[src/rtl/reg_wrchan_arb.sv]
// N-to-1 register write-channel concentrator: per-channel FIFOs drained round-robin
// onto one slave write port, with optional same-address write combining.
module reg_wrchan_arb #(
  parameter int K_DWIDTH = 8,
  parameter int K_AWIDTH = 16,
  parameter int K_NCHAN  = 2,
  parameter int K_DEPTH  = 4,
  parameter int K_MERGE  = 1
) (
  input  logic                          i_clk,
  input  logic                          i_rst_n,
  input  logic [K_NCHAN*K_AWIDTH-1:0]   i_addr,
  input  logic [K_NCHAN*K_DWIDTH-1:0]   i_data,
  input  logic [K_NCHAN*K_DWIDTH-1:0]   i_bmask,
  input  logic [K_NCHAN-1:0]            i_write,
  input  logic [K_NCHAN-1:0]            i_ovf_clr,
  output logic [K_AWIDTH-1:0]           o_addr,
  output logic [K_DWIDTH-1:0]           o_data,
  output logic [K_DWIDTH-1:0]           o_bmask,
  output logic                          o_write,
  output logic [K_NCHAN-1:0]            o_full,
  output logic [K_NCHAN-1:0]            o_overflow
);

  localparam int PW   = $clog2(K_DEPTH);
  localparam int CNTW = $clog2(K_DEPTH + 1);
  localparam int CW   = (K_NCHAN > 1) ? $clog2(K_NCHAN) : 1;
  localparam logic [CNTW-1:0] CNT_FULL = CNTW'(K_DEPTH);
  localparam logic [CW-1:0]   RR_RST   = CW'(K_NCHAN - 1);

  logic [K_NCHAN-1:0]  nonempty;
  logic [K_NCHAN-1:0]  pop;
  logic [K_AWIDTH-1:0] head_addr  [K_NCHAN];
  logic [K_DWIDTH-1:0] head_data  [K_NCHAN];
  logic [K_DWIDTH-1:0] head_bmask [K_NCHAN];

  logic [CW-1:0]       rr_q, rr_d;
  logic                gnt_vld;
  logic [CW-1:0]       gnt_idx;
  logic [CW-1:0]       scan_idx;

  logic                write_q;
  logic [K_AWIDTH-1:0] addr_q, addr_d;
  logic [K_DWIDTH-1:0] data_q, data_d;
  logic [K_DWIDTH-1:0] bmask_q, bmask_d;

  // Scan from farthest to nearest so the channel closest after the pointer wins.
  always_comb begin
    gnt_vld  = 1'b0;
    gnt_idx  = rr_q;
    scan_idx = rr_q;
    for (int off = K_NCHAN; off >= 1; off--) begin
      scan_idx = CW'((int'(rr_q) + off) % K_NCHAN);
      if (nonempty[scan_idx]) begin
        gnt_vld = 1'b1;
        gnt_idx = scan_idx;
      end
    end
  end

  always_comb begin
    pop = '0;
    if (gnt_vld) pop[gnt_idx] = 1'b1;
  end

  always_comb begin
    rr_d    = rr_q;
    addr_d  = addr_q;
    data_d  = data_q;
    bmask_d = bmask_q;
    if (gnt_vld) begin
      rr_d    = gnt_idx;
      addr_d  = head_addr[gnt_idx];
      data_d  = head_data[gnt_idx];
      bmask_d = head_bmask[gnt_idx];
    end
  end

  always_ff @(posedge i_clk or negedge i_rst_n) begin
    if (!i_rst_n) begin
      rr_q    <= RR_RST;
      write_q <= 1'b0;
      addr_q  <= '0;
      data_q  <= '0;
      bmask_q <= '0;
    end else begin
      rr_q    <= rr_d;
      write_q <= gnt_vld;
      addr_q  <= addr_d;
      data_q  <= data_d;
      bmask_q <= bmask_d;
    end
  end

  assign o_write = write_q;
  assign o_addr  = addr_q;
  assign o_data  = data_q;
  assign o_bmask = bmask_q;

  for (genvar c = 0; c < K_NCHAN; c++) begin : g_chan
    logic [K_AWIDTH-1:0] mem_addr  [K_DEPTH];
    logic [K_DWIDTH-1:0] mem_data  [K_DEPTH];
    logic [K_DWIDTH-1:0] mem_bmask [K_DEPTH];

    logic [PW-1:0]       head_q, head_d;
    logic [PW-1:0]       tail_q, tail_d;
    logic [PW-1:0]       tail_last;
    logic [CNTW-1:0]     cnt_q, cnt_d;
    logic                full_q, full_d;
    logic                ovf_q, ovf_d;
    logic [K_AWIDTH-1:0] in_addr;
    logic [K_DWIDTH-1:0] in_data;
    logic [K_DWIDTH-1:0] in_bmask;
    logic                merge, push, drop;

    assign in_addr   = i_addr [c*K_AWIDTH +: K_AWIDTH];
    assign in_data   = i_data [c*K_DWIDTH +: K_DWIDTH];
    assign in_bmask  = i_bmask[c*K_DWIDTH +: K_DWIDTH];
    assign tail_last = tail_q - PW'(1);

    assign nonempty[c]   = (cnt_q != '0);
    assign head_addr[c]  = mem_addr[head_q];
    assign head_data[c]  = mem_data[head_q];
    assign head_bmask[c] = mem_bmask[head_q];

    // A lone entry that is leaving this cycle cannot absorb a merge.
    always_comb begin
      merge  = (K_MERGE != 0) && i_write[c] && nonempty[c] &&
               (mem_addr[tail_last] == in_addr) &&
               !(pop[c] && (cnt_q == CNTW'(1)));
      push   = i_write[c] && !merge && ((cnt_q != CNT_FULL) || pop[c]);
      drop   = i_write[c] && !merge && !push;
      head_d = pop[c] ? head_q + PW'(1) : head_q;
      tail_d = push   ? tail_q + PW'(1) : tail_q;
      cnt_d  = cnt_q;
      if (push && !pop[c])      cnt_d = cnt_q + CNTW'(1);
      else if (!push && pop[c]) cnt_d = cnt_q - CNTW'(1);
      full_d = (cnt_d == CNT_FULL);
      ovf_d  = drop | (ovf_q & ~i_ovf_clr[c]);
    end

    always_ff @(posedge i_clk or negedge i_rst_n) begin
      if (!i_rst_n) begin
        head_q <= '0;
        tail_q <= '0;
        cnt_q  <= '0;
        full_q <= 1'b0;
        ovf_q  <= 1'b0;
      end else begin
        head_q <= head_d;
        tail_q <= tail_d;
        cnt_q  <= cnt_d;
        full_q <= full_d;
        ovf_q  <= ovf_d;
      end
    end

    always_ff @(posedge i_clk) begin
      if (push) begin
        mem_addr[tail_q]  <= in_addr;
        mem_data[tail_q]  <= in_data;
        mem_bmask[tail_q] <= in_bmask;
      end else if (merge) begin
        mem_data[tail_last]  <= (mem_data[tail_last] & ~in_bmask) | (in_data & in_bmask);
        mem_bmask[tail_last] <= mem_bmask[tail_last] | in_bmask;
      end
    end

    assign o_full[c]     = full_q;
    assign o_overflow[c] = ovf_q;
  end

endmodule

[config.mk]
export PLATFORM = sky130hd
export DESIGN_NAME = reg_wrchan_arb
export DESIGN_NICKNAME = d
export VERILOG_FILES = /design/src/rtl/reg_wrchan_arb.sv
export SDC_FILE = /design/constraint.sdc
export NUM_CORES = 1
export LEC_CHECK = 0
export ABC_AREA = 1
export CAP_MARGIN = 40
export CELL_PAD_IN_SITES_DETAIL_PLACEMENT = 2
export CELL_PAD_IN_SITES_GLOBAL_PLACEMENT = 2
export CORE_AREA = 2 2 153 305
export CTS_CLUSTER_SIZE = 8
export DETAILED_ROUTE_END_ITERATION = 16
export DIE_AREA = 0 0 155 307
export GPL_ROUTABILITY_DRIVEN = 0
export PLACE_DENSITY_LB_ADDON = 0.1
export SLEW_MARGIN = 20
export SYNTH_ARGS = -nofsm -noshare
export SYNTH_HDL_FRONTEND = slang
export SYNTH_SLANG_ARGS = --single-unit
[constraint.sdc]
create_clock -name i_clk -period 3.45 [get_ports i_clk]
set_clock_uncertainty 0.05 [all_clocks]
set_input_delay 0.69 -clock i_clk [delete_from_list [all_inputs] [get_ports i_clk]]
set_output_delay 0.69 -clock i_clk [all_outputs]
set_load 0.05 [all_outputs]
Word-level counts from Yosys, hierarchy flattened --
Memory sizes are Yosys's and may differ from the RTL's. Index checks and enable logic that the tools add are counted.
Word-level totals: output and inout port bits 37, memories kept 6, input bits 70, memory bits (writable) 256, register bits after elaboration 52, logic and storage cells 144
Memory list:
- g_chan[0].mem_addr | depth 4, width 16, rd ports 2, clocked after Yosys merged registers in 0, wr ports 1, line 101 | logic [K_AWIDTH-1:0] mem_addr [K_DEPTH];
- g_chan[1].mem_addr | depth 4, width 16, rd ports 2, clocked after Yosys merged registers in 0, wr ports 1, line 101
- g_chan[0].mem_bmask | depth 4, width 8, rd ports 2, clocked after Yosys merged registers in 0, wr ports 1, line 103 | logic [K_DWIDTH-1:0] mem_bmask [K_DEPTH];
- g_chan[0].mem_data | depth 4, width 8, rd ports 2, clocked after Yosys merged registers in 0, wr ports 1, line 102 | logic [K_DWIDTH-1:0] mem_data [K_DEPTH];
- g_chan[1].mem_bmask | depth 4, width 8, rd ports 2, clocked after Yosys merged registers in 0, wr ports 1, line 103
- g_chan[1].mem_data | depth 4, width 8, rd ports 2, clocked after Yosys merged registers in 0, wr ports 1, line 102
Operators by class: add/sub/neg operators 12, magnitude comparators 5, mux-type cells 46, reductions and logical operators 35, bitwise gates (word level) 17, eq/ne operators 8
Operators with widths (number):
- $mux W8 | 10
- $mux W16 | 3
- $and A8 B8 Y8 | 4
- $eq A16 B16 Y1 | 2
- $or A8 B8 Y8 | 4
- $reduce_or A8 Y1 | 4
- $mux W1 | 23
- $logic_and A1 B1 Y1 | 19
- $not A8 Y8 | 2
- $mux W3 | 4
- $mux W2 | 5
- $add A2 B1 Y2 const B | 4
- $logic_not A1 Y1 | 8
- $add A3 B1 Y3 const B | 2
- $eq A3 B1 Y1 const B | 2
- $eq A3 B3 Y1 const B | 2
- $lt A1 B2 Y1 const B | 3
- $ne A3 B3 Y1 const B | 2
- $reduce_bool A3 Y1 | 2
- $sub A3 B1 Y3 const B | 2
- $sub A2 B1 Y2 const B | 2
- $add A1 B1 Y1 const B | 2
- $and A1 B1 Y1 | 2
- $ge A2 B2 Y1 const B | 1
- 6 further kinds | 9

Longest topological paths before layout --
Gate-level depths: netlist of run 1.
depth after elaboration 21, gate-level depth with buffers 23, depth with buffers taken out 19

Worst setup path before layout of run 1 --
No wires, ideal clock.
path type register -> register, from reg g_chan[0].tail_q[0], to mem g_chan[0].mem_bmask[2][0], enable pin, setup time 388 ps, stages on the path, launching flop included 16, period minus slack after synthesis 3692 ps, data arrival time 3254 ps, required time 3012 ps, setup slack -242 ps, buffers on the path 3, cells stage by stage dfrtp_1 -> inv_1 -> buf_2 -> buf_1 -> ha_1 -> inv_2 -> buf_2 -> nand3_1 -> nand2_1 -> xor2_1 -> nand2_1 -> nor2_1 -> nand3_4 -> xor2_1 -> inv_1 -> nor2_1
On the way: word-level cells in the longest chain between the ends 12, elaborated cells on any way between the ends 16, classes of those cells add/sub (1); eq/ne (1); mux (7); reduce/logical (6); memory (1)
Ends and longest elaborated chain:
- start, declared | line 106 | logic [PW-1:0] tail_q, tail_d;
- start signal, assigned | line 151 | tail_q <= tail_d;
- $sub A2 B1 Y2 * | line 119 | assign tail_last = tail_q - PW'(1);
- via g_chan[0].tail_last[0] | line 107 | logic [PW-1:0] tail_last;
- $mem_v2 Z4 W16
- $eq A16 B16 Y1 | line 129 | (mem_addr[tail_last] == in_addr) &&
- $logic_and A1 B1 Y1 | line 128 | merge = (K_MERGE != 0) && i_write[c] && nonempty[c] &&
- $logic_and A1 B1 Y1 | line 129
- $logic_not A1 Y1 | line 131 | push = i_write[c] && !merge && ((cnt_q != CNT_FULL) || pop[c]);
- $logic_and A1 B1 Y1 (2 in series) | line 131
- $mux W1 | line 159 | if (push) begin
- $mux W1 (not written as such) | line 165 | mem_bmask[tail_last] <= mem_bmask[tail_last] | in_bmask;
- $reduce_or A8 Y1 (no source line)
- $mux W2 (no source line) or $mux W1 (tied branches)
- end, declared | line 103
The timed path passes the listed nets; every way through them passes the cells marked *.

Worst setup path after layout of run 1 --
from reg g_chan[0].cnt_q[0], to mem g_chan[1].mem_bmask[1][0], enable pin
On the way: word-level cells in the longest chain between the ends 20, elaborated cells on any way between the ends 30, classes of those cells order compare (2); mux (18); reduce/logical (10)
Ends and longest elaborated chain:
- start, declared | line 108 | logic [CNTW-1:0] cnt_q, cnt_d;
- start signal, assigned | line 152 | cnt_q <= cnt_d;
- $reduce_bool A3 Y1 * | line 121 | assign nonempty[c] = (cnt_q != '0);
- $mux W1 (not written as such) (2 in series) | line 54 | if (nonempty[scan_idx]) begin
- $mux W1 (2 in series) | line 54
- $lt A1 B2 Y1 (not written as such) or $ge A1 B1 Y1 (tied branches) | line 63 | if (gnt_vld) pop[gnt_idx] = 1'b1;
- $logic_and A1 B1 Y1 (not written as such) | line 63
- $mux W1 (not written as such) | line 63
- $demux W1 S1 | line 63
- $mux W2 * | line 63
- $logic_and A1 B1 Y1 | line 130 | !(pop[c] && (cnt_q == CNTW'(1)));
- $logic_not A1 Y1 | line 130
- $logic_and A1 B1 Y1 | line 129
- $logic_not A1 Y1 | line 131
- $logic_and A1 B1 Y1 (2 in series) | line 131
- $mux W1 | line 159
- $mux W1 (not written as such) | line 165
- $reduce_or A8 Y1 (no source line)
- $mux W2 (no source line) or $mux W1 (tied branches)
- end, declared | line 103
Every way passes the cells marked *; elsewhere a longest branch is shown, timed or not. The select of a mux whose other input is x is not followed.

==> impl_metrics.ini, run 1 <==
[floorplan]
die-area_sq_um = 47600
initial_utilization_pct = 33.6
fp-row-count = 111
dieHeight_microns = 307
die_w_microns = 155
core_sq_um = 45400
pin_count = 107

[power]
power.leakage_uw = 0.00712
sw_frac_of_total_pct = 46.6
powerDensity_nw_per_um2 = 1060
intPower_uw = 10400
seq_power_share_pct = 28.9
total_power_uw = 19500
switching_power_uw = 9090
pwr-share-clk_pct = 21.0
ir_worst_vdd_mv = 0.452
pwr-share-comb_pct = 50.1

[drt]
drc = 0
ant_nets = 0
drtIter0Drc = 430
vias = 12415
viasPerCell = 5.28
avgRoutedWirePerCell_microns = 22.9
routed_wl_microns = 53900
drtPass1Iterations = 4

[synth]
syn_inst = 1646
synthesis.area_sq_um = 15200
yosys_warnings = 0
synth-seq-area-share_pct = 59.0
synth_seq_cells = 308
synth_cell_type_count = 34
synth_edf_count = 256
async_flop_share_pct = 16.9
syn_area_per_cell_sq_um = 9.26
synthesis.nets = 1732
synth_ff_type = edfxtp_1

[sta]
worst-slew-pin-transition_ns = 0.805
fin_ws_ns = 0.277
fmax_mhz = 315
maxSlewViolCount = 0
hold_viol = 0
min_period_over_period_pct = 92.0
rsz0062_at_grt = false
slew_headroom_pct = 46.2
hold_slack_ns = 0.0279
finalCriticalPeriod_ns = 3.17
setup_viol = 0

[critical_path]
critPathBufInv = 4
cp.arrival_ns = 3.37
crit_path_top_delay_cell = dfrtp_1
required_ns = 3.65
critPathKind = reg2reg
startpoint_type = flop
cp_max_fo = 39
end_kind = flop
path_cells = inv_1, ha_1, nand2_1, a21oi_4, buf_4, inv_1, nand3_1, nand3_2, nand2_1, o21ai_0, nor2_2, buf_12
cpPeakStageDelay_ns = 0.41
cp_top_family = simple AND/OR/NAND/NOR gates

[cells_and_area]
layout_commonest_cell = nand2_1
antenna_cells = 0
post-route-cell-area_sq_um = 18400
nets = 1835
drive_above_1_share_pct = 7.79
fin_cells = 2350
mostFrequentLayoutCells = nand2_1, edfxtp_1, o21ai_0
area_delta_synth_final_pct = 20.5

[global_route]
grt_max_degree = 76
grt_pass1_vias = 14029
antenna_found_initial = 0
grt_usage_pct = 22.9
overflow = 0
grt_pass1_wl_microns = 82800

[cts]
root_buffer = clkbuf_16
ctsHtreeMaxLevel = 2
cts_buffers = 44
tritoncts = built
clock-sinks = 308
cts.clk_slew.worst_paths_ns = 0.05
clockBufferDepth = 3
clk_latency_ns = 0.55

[worst_hold_path]
hp-class = in2async

[flow_run]
cap_violations = 0

[placed_design]
dp_cells = 2267
preCtsSetupSlack_ns = 0.132
hpwl_microns = 36100
portBuffers = 106
dpl_cell_area_sq_um = 17000

[run_status]
status = completed
[logic make-up after synthesis]
logic type | after synthesis | synth area share [%]
xor+xnor | 19 | 1.09
fa+ha+maj | 16 | 1.31
simple gates | 791 | 21.7
buf+inv | 187 | 5.39
compound gates | 325 | 11.6
flops | 308 | 59.0
[power groups by stage]
| stage | clock, uW | combinational (uW) | sequential (uW) |
|---|---|---|---|
| after floorplan | 0 | 5640 | 6110 |
| after global placement | 0 | 9470 | 5630 |
| after detailed placement | 0 | 9850 | 5700 |
| after CTS | 4190 | 9940 | 5640 |
| after global routing | 4320 | 10900 | 5730 |
| final | 4090 | 9780 | 5630 |
[metrics by stage]
step / util, % / setup TNS (ns)
floorplan: - / -19.29
global placement: 37.5 / 0
detailed placement: 37.5 / 0
CTS: 40.3 / 0
global route: 40.4 / 0
finish: 40.4 / 0
[area by class of cell]
type / count / area (sq um)
timing repair buffer: 157 / 1590
inverter: 87 / 333
fill: 4926 / 27000
clock buffer: 80 / 1270
sequential: 308 / 9000
clock inverter: 2 / 17.5
multi-input combinational: 1151 / 5460
tap: 565 / 707
[worst paths after layout]
check                           slack (ns)                   endpoint          startpoint  cells past startpoint
worst min-delay path                  0.03                 o_addr[10]             i_rst_n                      1
worst min register to register        0.46                 o_addr[15]          o_addr[15]                      2
max in group asynchronous             2.44        g_chan[1].head_q[0]             i_rst_n                      2
worst max-delay path                  0.28  g_chan[1].mem_bmask[1][0]  g_chan[0].cnt_q[0]                     12
worst max register to register        0.28  g_chan[1].mem_bmask[1][0]  g_chan[0].cnt_q[0]                     12
min in group i_clk                    0.46                 o_addr[15]          o_addr[15]                      2
[Yosys cell counts, types with 8 or more instances]
cell	number	area share [%]
o32ai_1	15	0.86
nand3_1	113	3.7
dfrtp_1	51	8.4
a21oi_1	60	2.0
buf_2	16	0.53
o22ai_1	28	1.1
nor2_1	178	4.4
xor2_1	15	0.86
nand3b_1	22	1.1
ha_1	16	1.3
inv_1	79	1.9
nand2_1	456	11
clkbuf_1	60	1.5
buf_6	9	0.66
o21ai_0	208	6.8
buf_4	8	0.39
a32o_1	8	0.53
edfxtp_1	256	50
[flip-flops by register name, summed over array words and instances (netlist names)]
| register | cells |
|---|---|
| g_chan.cnt_q | 6 |
| g_chan.full_q | 2 |
| g_chan.head_q | 4 |
| g_chan.mem_addr | 128 |
| g_chan.mem_bmask | 64 |
| g_chan.mem_data | 64 |
| g_chan.ovf_q | 2 |
| g_chan.tail_q | 4 |
| o_addr | 16 |
| o_bmask | 8 |
| o_data | 8 |
| o_write | 1 |
| rr_q | 1 |
[routing by layer]
layer	GRT usage, %	share of wire, %	up-vias
met3	2.86	3.0	75
met2	42.3	53	221
met5	0	0	-
met1	27.2	41	6292
li1	-	-	5827
met4	7.39	3.0	0
[what timing repair did]
item / CTS / global route
hold buffers: 0 / 0
resized for setup: 0 / 13
endpoints found under the setup margin: 0 / 100
buffers inserted: 0 / 0
Note: power is estimated with default switching activity, not from simulation.
==> inputs of run 2 (changes only) <==
SETUP_SLACK_MARGIN = 0.5   (was unset)
==> impl_metrics.ini, run 2 (synthesized netlist as in run 1, its figures left out) <==
[run_status]
status = completed

[global_route]
grt_pass1_vias = 14319
grt_usage_pct = 24.1
grt_max_degree = 68
overflow = 0
antenna_found_initial = 0
grt_pass1_wl_microns = 86700

[power]
ir_worst_vdd_mv = 0.526
pwr-share-comb_pct = 53.9
intPower_uw = 11300
powerDensity_nw_per_um2 = 1090
switching_power_uw = 9950
power.leakage_uw = 0.00751
seq_power_share_pct = 26.5
pwr-share-clk_pct = 19.6
sw_frac_of_total_pct = 46.7

[flow_run]
cap_violations = 0

[sta]
setup_tns_ns = 0
worst-slew-pin-transition_ns = 0.791
rsz0062_at_grt = true
maxSlewViolCount = 0
fmax_mhz = 337
slew_headroom_pct = 46.7
hold_viol = 0
min_period_over_period_pct = 86.1
finalCriticalPeriod_ns = 2.97
setup_viol = 0

[cells_and_area]
area_delta_synth_final_pct = 27.8
largest_reg_flops = 128
antenna_cells = 0
mostFrequentLayoutCells = nand2_1, edfxtp_1, o21ai_0
drive_above_1_share_pct = 14.6
reg_top3 = g_chan.mem_addr (128), g_chan.mem_bmask (64), g_chan.mem_data (64)
post-route-cell-area_sq_um = 19500
nets = 1875
fillers = 4837
top_register = g_chan.mem_addr
layout_commonest_cell = nand2_1

[floorplan]
die-area_sq_um = 47600
core_sq_um = 45400
pin_count = 107
dieHeight_microns = 307
fp-row-count = 111
die_w_microns = 155
initial_utilization_pct = 33.6

[cts]
clockBufferDepth = 3
cts.clk_slew.worst_paths_ns = 0.05
tritoncts = built
cts_buffers = 44
root_buffer = clkbuf_16
clock-sinks = 308
ctsHtreeMaxLevel = 2
clk_latency_ns = 0.56

[critical_path]
cp_max_fo = 8
cp.arrival_ns = 3.18
critPathKind = reg2reg
r2r-start = g_chan[0].tail_q[0]
critPathLaunch = g_chan[0].tail_q[0]
end_kind = flop
startpoint_type = flop
required_ns = 3.66
timing.reg2reg.setup_slack_ns = 0.48

[placed_design]
hpwl_microns = 37400
portBuffers = 106
dpl_cell_area_sq_um = 17300

[drt]
vias = 12770
ant_nets = 0
drtIter0Drc = 540
routed_wl_microns = 57800
viasPerCell = 5.34
drtPass1Iterations = 5
drc = 0
avgRoutedWirePerCell_microns = 24.2

[worst_hold_path]
min-delay-start = o_data[1]
hp-class = reg2reg
run 2: cell count changes in the layout (fill, tap and decap cells not counted), sizes merged:
cell	delta
buf	+33
clkbuf	+5
bufinv	+1
dlygate4sd3	+1
run 2: per-stage QoR:
stage / hold WS (ns) / instances / worst slack, ns / total power (uW) / util, %
after floorplan: 0.344 / 1646 / 0.409 / 12000 / -
final: 0.450 / 2390 / 0.481 / 21300 / 42.9
after global placement: 0.429 / 2272 / 0.0890 / 15500 / 38.1
after detailed placement: 0.435 / 2273 / 0.0110 / 16000 / 38.1
after CTS: 0.448 / 2374 / 0.469 / 20800 / 41.8
after global routing: 0.482 / 2390 / 0.326 / 22700 / 42.9
run 2: layout make-up:
cell class	count	area [sq um]	share of cell area [%]
sequential	308	9000	46.2
inverter	87	355	1.82
multi-input combinational	1151	5980	30.7
clock buffer	79	1250	6.44
tap	565	707	3.63
clock inverter	3	47.5	0.244
timing repair buffer	197	2140	11.0
run 2: per-layer routing:
metal	track usage, %	share of wire, %
met1	28.9	42
met2	42.9	51
met3	2.80	2.8
met4	11.2	4.7
met5	0	0
run 2: power groups by stage:
stage / logic (uW) / registers [uW] / clock network, uW
after CTS: 10900 / 5640 / 4280
after floorplan: 5880 / 6110 / 0
after detailed placement: 10300 / 5700 / 0
after global routing: 12600 / 5720 / 4390
after global placement: 9890 / 5640 / 0
final: 11500 / 5630 / 4180
run 2: repair_timing:
item                       CTS  global route
pin swaps                    8            45
gates resized for setup     50            76
hold buffers                 1             0
setup endpoints to repair  307           180
buffers inserted            15            11
cloned                       3             5
hold endpoints to repair     8             0
run 2: worst max-delay path: stages (launching register included):
cell and delay (ns):
dfrtp_2 0.39, clkinv_4 0.07, ha_4 0.32, inv_8 0.06, clkbuf_16 0.16, nand3_4 0.08, nand2_2 0.06, nand2_1 0.06
o21ai_1 0.07, nor2_1 0.11, nand2_1 0.07, nor2_2 0.15, nand3_4 0.23, xor2_4 0.23, buf_4 0.18, nor2_4 0.16
clkbuf_16 0.20
run 2: worst paths after layout:
check / cells past startpoint / to
max reg2reg: 16 / g_chan[0].mem_bmask[3][7]
min: 2 / o_data[1]
max: 16 / g_chan[0].mem_bmask[3][7]
max in group asynchronous: 3 / g_chan[0].head_q[0]
min in group asynchronous: 2 / g_chan[1].cnt_q[1]
min reg2reg: 2 / o_data[1]
